$ cat config.mk
export PLATFORM = sky130hd
export DESIGN_NAME = display_game_ctrl
export DESIGN_NICKNAME = d
export VERILOG_FILES = /design/src/rtl/display_game_ctrl.sv
export SDC_FILE = /design/constraint.sdc
export NUM_CORES = 1
export LEC_CHECK = 0
export ABC_CLOCK_PERIOD_IN_PS = 7300
export CORE_ASPECT_RATIO = 1.2
export CORE_UTILIZATION = 61
export CTS_BUF_LIST = sky130_fd_sc_hd__clkbuf_2
export DETAILED_ROUTE_END_ITERATION = 10
export MAX_ROUTING_LAYER = met4
export PLACE_DENSITY = 0.95
export SYNTH_ARGS = -nofsm -noshare
export SYNTH_HDL_FRONTEND = slang
export SYNTH_SLANG_ARGS = --single-unit
export TNS_END_PERCENT = 100
$ cat constraint.sdc
create_clock -name CLOCK_50 -period 7.3 [get_ports CLOCK_50]
set_clock_uncertainty 0.15 [all_clocks]
set_input_delay 1.46 -clock CLOCK_50 [delete_from_list [all_inputs] [get_ports CLOCK_50]]
set_output_delay 1.46 -clock CLOCK_50 [all_outputs]
set_load 0.1 [all_outputs]
$ cat src/rtl/display_game_ctrl.sv
// rtl/display_game_ctrl.sv - game mode FSM, BCD countdown timer and score, display holder sequencing
// Holders are registered from next-state values so every input shows up one cycle later.
module display_game_ctrl #(
  parameter int TICK_DIV  = 50_000_000,
  parameter int GAME_SECS = 60
) (
  input  logic       CLOCK_50,
  input  logic       reset,
  input  logic       start,
  input  logic       userquit,
  input  logic       match_pulse,
  input  logic [9:0] led_mask,
  output logic       ingameOn,
  output logic       gameOver,
  output logic [3:0] hex0hldr,
  output logic [3:0] hex2hldr,
  output logic [3:0] hex3hldr,
  output logic [3:0] hex4hldr,
  output logic [3:0] hex5hldr,
  output logic [9:0] ledrhldr
);

  localparam int             PW        = $clog2(TICK_DIV);
  localparam logic [PW-1:0]  PRESC_MAX = PW'(TICK_DIV - 1);
  localparam logic [3:0]     INIT_TENS = 4'(GAME_SECS / 10);
  localparam logic [3:0]     INIT_ONES = 4'(GAME_SECS % 10);
  localparam logic [3:0]     BLANK     = 4'hF;

  typedef enum logic [1:0] {S_IDLE, S_PLAY, S_OVER} state_t;

  state_t        r_state, w_state;
  logic [3:0]    r_tmr_t, r_tmr_o, r_scr_t, r_scr_o;
  logic [3:0]    w_tmr_t, w_tmr_o, w_scr_t, w_scr_o;
  logic [PW-1:0] r_presc, w_presc;
  logic          r_blink, w_blink;
  logic          w_tick;
  logic          w_fresh;

  always_comb begin
    w_tick  = (r_state != S_IDLE) && (r_presc == PRESC_MAX);
    w_fresh = start && (r_state != S_PLAY);
    w_state = r_state;
    w_tmr_t = r_tmr_t;
    w_tmr_o = r_tmr_o;
    w_scr_t = r_scr_t;
    w_scr_o = r_scr_o;
    w_blink = r_blink;
    w_presc = (r_state == S_IDLE || w_tick) ? '0 : r_presc + PW'(1);

    // userquit outranks start; both reload every counter
    if (userquit || w_fresh) begin
      w_state = userquit ? S_IDLE : S_PLAY;
      w_tmr_t = INIT_TENS;
      w_tmr_o = INIT_ONES;
      w_scr_t = 4'd0;
      w_scr_o = 4'd0;
      w_presc = '0;
      w_blink = 1'b0;
    end else begin
      case (r_state)
        S_PLAY: begin
          if (match_pulse && !(r_scr_t == 4'd9 && r_scr_o == 4'd9)) begin
            if (r_scr_o == 4'd9) begin
              w_scr_o = 4'd0;
              w_scr_t = r_scr_t + 4'd1;
            end else begin
              w_scr_o = r_scr_o + 4'd1;
            end
          end
          if (w_tick) begin
            if (r_tmr_t == 4'd0 && r_tmr_o == 4'd1) begin
              w_tmr_o = 4'd0;
              w_state = S_OVER;
              w_presc = '0;
              w_blink = 1'b0;
            end else if (r_tmr_o == 4'd0) begin
              w_tmr_o = 4'd9;
              w_tmr_t = r_tmr_t - 4'd1;
            end else begin
              w_tmr_o = r_tmr_o - 4'd1;
            end
          end
        end
        S_OVER: begin
          if (w_tick) w_blink = ~r_blink;
        end
        default: ;
      endcase
    end
  end

  always_ff @(posedge CLOCK_50) begin
    if (reset) begin
      r_state  <= S_IDLE;
      r_tmr_t  <= INIT_TENS;
      r_tmr_o  <= INIT_ONES;
      r_scr_t  <= 4'd0;
      r_scr_o  <= 4'd0;
      r_presc  <= '0;
      r_blink  <= 1'b0;
      ingameOn <= 1'b0;
      gameOver <= 1'b0;
      hex0hldr <= BLANK;
      hex2hldr <= BLANK;
      hex3hldr <= BLANK;
      hex4hldr <= BLANK;
      hex5hldr <= BLANK;
      ledrhldr <= 10'd0;
    end else begin
      r_state <= w_state;
      r_tmr_t <= w_tmr_t;
      r_tmr_o <= w_tmr_o;
      r_scr_t <= w_scr_t;
      r_scr_o <= w_scr_o;
      r_presc <= w_presc;
      r_blink <= w_blink;
      case (w_state)
        S_PLAY: begin
          ingameOn <= 1'b1;
          gameOver <= 1'b0;
          hex0hldr <= 4'd1;
          hex2hldr <= w_scr_o;
          hex3hldr <= w_scr_t;
          hex4hldr <= w_tmr_o;
          hex5hldr <= w_tmr_t;
          ledrhldr <= led_mask;
        end
        S_OVER: begin
          ingameOn <= 1'b0;
          gameOver <= 1'b1;
          hex0hldr <= 4'd2;
          hex2hldr <= BLANK;
          hex3hldr <= BLANK;
          hex4hldr <= w_scr_o;
          hex5hldr <= w_scr_t;
          ledrhldr <= {10{w_blink}};
        end
        default: begin
          ingameOn <= 1'b0;
          gameOver <= 1'b0;
          hex0hldr <= 4'd0;
          hex2hldr <= BLANK;
          hex3hldr <= BLANK;
          hex4hldr <= BLANK;
          hex5hldr <= BLANK;
          ledrhldr <= 10'd0;
        end
      endcase
    end
  end

endmodule
# After elaboration in Yosys (flattened, before gate mapping)
# Cells that the tools add are included.
# op_classes
n_addsub	5
n_eq_ne	9
muxes	38
bitwise	2
n_reduce_logical	14
# ops
operator	n
$mux 26	4
$mux 4	18
$add 26x1->26 const B	1
$eq 26x26->1 const B	1
$pmux 10 s2	1
$pmux 4 s2	2
$add 4x1->4 const B	2
$eq 4x4->1 const B	2
$logic_not 4->1	2
$mux 2	4
$sub 4x1->4 const B	2
$mux 1	7
$logic_and 1x1->1	5
$eq 2x1->1 const B	2
$eq 2x2->1 const B	2
$eq 4x1->1 const B	1
$pmux 2 s2	1
$reduce_or 2->1	2
$logic_not 2->1	1
$logic_or 1x1->1	2
$ne 2x1->1 const B	1
$not 1->1	2
$pmux 1 s2	1
$reduce_bool 2->1	1
$logic_not 1->1	1
# totals
regBits	77
inputBits	15
output_inout_bits	32
word_cells	83

# Logic depth before layout (Yosys ltp)
# logic_depth
word_depth	9
ltp_mapped	12

# Worst setup path after synthesis
# No wires, ideal clock.
# synth_path
path_kind	input-to-reg
startpoint	input start
endpoint	register ledrhldr[0]
setup_ns	0.059
t_arrival_ns	3.183
setup_slack_ns	3.908
path_stages	9
path_buffers	1
cell_sequence	nor2b_1 or2_2 clkbuf_1 nor2_1 ha_1 nor2_1 nand3_1 a31oi_4 a21o_1
# synth_between
elab_chain_len	5
elab_cells_between_ends	7
cone_classes	eq/ne: 2; mux: 3; reduce/logical: 2
# synth_rtl
item	line_no	text
start, declared	9	input logic start,
$logic_and 1x1->1 *	41	w_fresh = start && (r_state != S_PLAY);
$logic_or 1x1->1 *	51	if (userquit || w_fresh) begin
$mux 2 *	51	
named net w_state[1]	31	state_t r_state, w_state;
$eq 2x2->1 or $eq 2x1->1 (tied branches)	117	case (w_state)
$pmux 10 s2 *	117	
end signal, assigned	126	ledrhldr <= led_mask;
end signal, assigned	136	ledrhldr <= {10{w_blink}};
end, declared	20	output logic [9:0] ledrhldr
# The timed path passes the listed nets; every way through them passes the cells marked *.
# A chain may end at the register's enable or synchronous reset.

# Worst setup path in the final report
# layout_path
startpoint	input start
endpoint	register ledrhldr[9]
# The elaborated chain is that of the path after synthesis.

==> results.py <==
metrics = {
    "grt": {
        "grt_max_degree": 26,
        "grt_pass1_wl_mm": 12.05,
        "grt_remaining_overflow": 0,
        "grt_util_all_layers_pct": 27.25,
        "grt_pass1_vias": 2718,
        "antenna_found_initial": 0,
    },
    "yosys": {
        "yosys_warnings": 0,
        "ys_seq_area_share_pct": 45.83,
        "synthCells": 352,
        "synth-async-reset-ratio_pct": 0,
        "syn_area_mm2": 0.003319,
        "ys_ff_latch": 76,
        "synth_mux_area_share_pct": 2.186,
        "synth-edff-count": 0,
        "syn_nets": 382,
        "yosys.area_share.adder_pct": 5.654,
        "syn_avg_cell_area_um2": 9.430,
        "yosys.area_share.simple_pct": 23.97,
        "synth_top_family_by_area": "simple AND/OR/NAND/NOR gates",
        "dominantRegCellSynth": "dfxtp_1",
        "synth_compound_area_share_pct": 11.04,
        "synth_xor_area_share_pct": 7.388,
        "synthDistinctLibCells": 56,
    },
    "worst_hold_path": {
        "worstHoldStart": "r_presc[0]",
        "hold_end": "r_presc[0]",
        "hold_path.class": "flop to flop",
        "holdPathStages": 1,
    },
    "finish": {
        "drive_above_1_share_pct": 8.168,
        "final_cell_mix": "76 x dfxtp_1, 56 x nor2_1, 46 x clkdlybuf4s50_1, 23 x nand2_1, 23 x xnor2_1",
        "postLayoutCoreUtil_pct": 74.93,
        "multiInputGateArea_mm2": 0.001668,
        "final_common_cell": "dfxtp_1",
        "nNetsFinal": 429,
        "seqCellArea_mm2": 0.001521,
        "fillers": 351,
        "syn2layout_area_growth_pct": 18.77,
        "diodes": 0,
    },
    "die": {
        "core_mm2": 0.005261,
        "rows": 29,
        "ios": 47,
        "start_util_pct": 63.09,
        "die_area_mm2": 0.005742,
        "die_h_um": 82.81,
        "die_x_um": 69.34,
    },
    "sta": {
        "setup_viol": 0,
        "rsz0062_at_grt": "false",
        "fin_crit_ns": 3.812,
        "hold_slack_ns": 0.3776,
        "fin_tns_setup_ns": 0,
        "period_share_pct": 52.21,
        "slew_headroom_pct": 25.94,
        "setup_ws_ns": 3.488,
        "hold_viol": 0,
        "slew_viol_final": 0,
        "max_freq_mhz": 262.4,
        "worst_slew_pin_slew_ns": 1.102,
    },
    "clock_tree": {
        "cts.sinks": 76,
        "clock_latency_ns": 0.56,
        "cts_tree": "yes",
        "cts_inserted_buffers": 9,
        "cts_hold_buf": 0,
        "root_buffer": "clkbuf_2",
        "cts_resized": 0,
        "clkTransAtPathRegs_ns": 0.20,
        "postCtsSetupRepairBufs": 0,
        "clockBufferDepth": 2,
        "cts.htree.levels": 3,
    },
    "routing": {
        "via_per_inst": 5.899,
        "wirelength_mm": 7.297,
        "drt_iter0_drc": 203,
        "drc_errors": 0,
        "routedWlPerCell_um": 15.66,
        "vias": 2749,
        "drt_pass1_iterations": 5,
        "antenna_left": 0,
    },
    "pwr": {
        "irDropWorstVdd_uv": 192.3,
        "leakagePower_nw": 1.401,
        "powerDensity_mw_per_mm2": 196.9,
    },
    "place": {
        "place_ws_ns": 3.033,
        "portBuffers": 46,
        "globalplace.congestion": 0.8612,
        "hpwlAfterDp_mm": 5.214,
    },
    "worst_setup_path": {
        "reg2reg_depth": 12,
        "worst-setup-path-type": "input pin to flop",
        "r2r_end": "ledrhldr[9]",
        "crit_required_ns": 7.64,
        "ff2ff_setup_slack_ns": 3.58,
        "crit_path_start_kind": "input pin",
        "worstPathMaxFanout": 10,
        "end_kind": "flop",
        "startpoint": "start",
        "r2r_start": "r_state[1]",
        "cp.arrival_ns": 4.15,
    },
    "flow_run": {
        "max-cap-violations": 0,
    },
    "run_status": {
        "outcome": "completed",
    },
}
## critical path, cell delays in order
cell and delay (ns):
clkdlybuf4s50_1 0.48, nor2b_1 0.23, nor2_1 0.07, a211o_1 0.30, inv_1 0.11, ha_1 0.24, inv_1 0.12, nor3_1 0.90
a21o_1 0.23
## metrics by stage
stage / cell area [um2] / power (mW) / instances
after floorplan: 3319 / 0.4945 / 352
after global placement: 3799 / 0.5179 / 450
after detailed placement: 3799 / 0.5189 / 450
after CTS: 3943 / 0.7773 / 466
after global routing: 3943 / 0.8010 / 466
final: 3943 / 0.7762 / 466
## sequential cells by signal, indices dropped and copies added (netlist names), 4 cells and up
name and cells:
r_presc 26, ledrhldr 10, hex2hldr 4, hex3hldr 4, hex4hldr 4, hex5hldr 4, r_scr_o 4, r_scr_t 4
r_tmr_o 4, r_tmr_t 4
## cell usage after synthesis, drive strengths merged (2+ instances only)
cell    number  area share [%]
dfxtp       76              46
nor2        56             6.3
nand2       23             2.6
xnor2       23             6.1
inv         19             2.1
nor3        16             2.6
ha          15             5.7
nand3       11             1.7
a21o        10             2.3
o21ai       10             1.5
nor4         9             2.3
o221ai       7             1.8
buf          6             1.3
nand4        6             1.8
and2         5            0.98
mux2i        5             1.5
xor2         5             1.3
clkbuf       4            0.49
nor2b        4            0.75
or3          4            0.75
a21oi        3            0.45
and4         3            0.79
nand2b       3            0.57
o21a         3            0.68
or2          3            0.57
a31oi        2            0.83
and4bb       2            0.75
mux2         2            0.68
nand3b       2            0.45
## power by group
group / total, mW / switching [mW] / internal, mW
Sequential: 0.425 / 0.00239 / 0.422
Clock: 0.264 / 0.151 / 0.113
Combinational: 0.0873 / 0.0649 / 0.0224
Total: 0.776 / 0.218 / 0.558
## worst max path at each step
stage,end,slack (ns),cells past startpoint
after floorplan,ledrhldr[0],3.91,9
after global placement,ledrhldr[3],3.18,9
after detailed placement,ledrhldr[0],3.03,9
after CTS,ledrhldr[0],3.54,9
after global routing,ledrhldr[0],3.32,9
final,ledrhldr[9],3.49,9
## per-layer routing
layer | routed length (um) | global-route usage [%]
met1 | 2869 | 28.11
met2 | 3843 | 46.51
met3 | 271 | 5.704
met4 | 314 | 17.63
met5 | 0 | -
## logic make-up after synthesis
group / after synthesis
buffers and inverters: 29
xor gates and xnor gates: 28
AOI/OAI and AO/OA: 46
muxes: 7
and+or+nand+nor: 151
DFF: 76
adders and majority gates: 15
## final cells by class
class | instances | area share [%]
clock buffers | 9 | 1.142
clock inverters | 7 | 2.507
inverters | 19 | 1.809
multi-input cells | 247 | 42.30
flip-flops and latches | 76 | 38.59
well taps | 62 | 1.968
repair buffers | 46 | 11.68
Power figures use the tool's default switching activity.
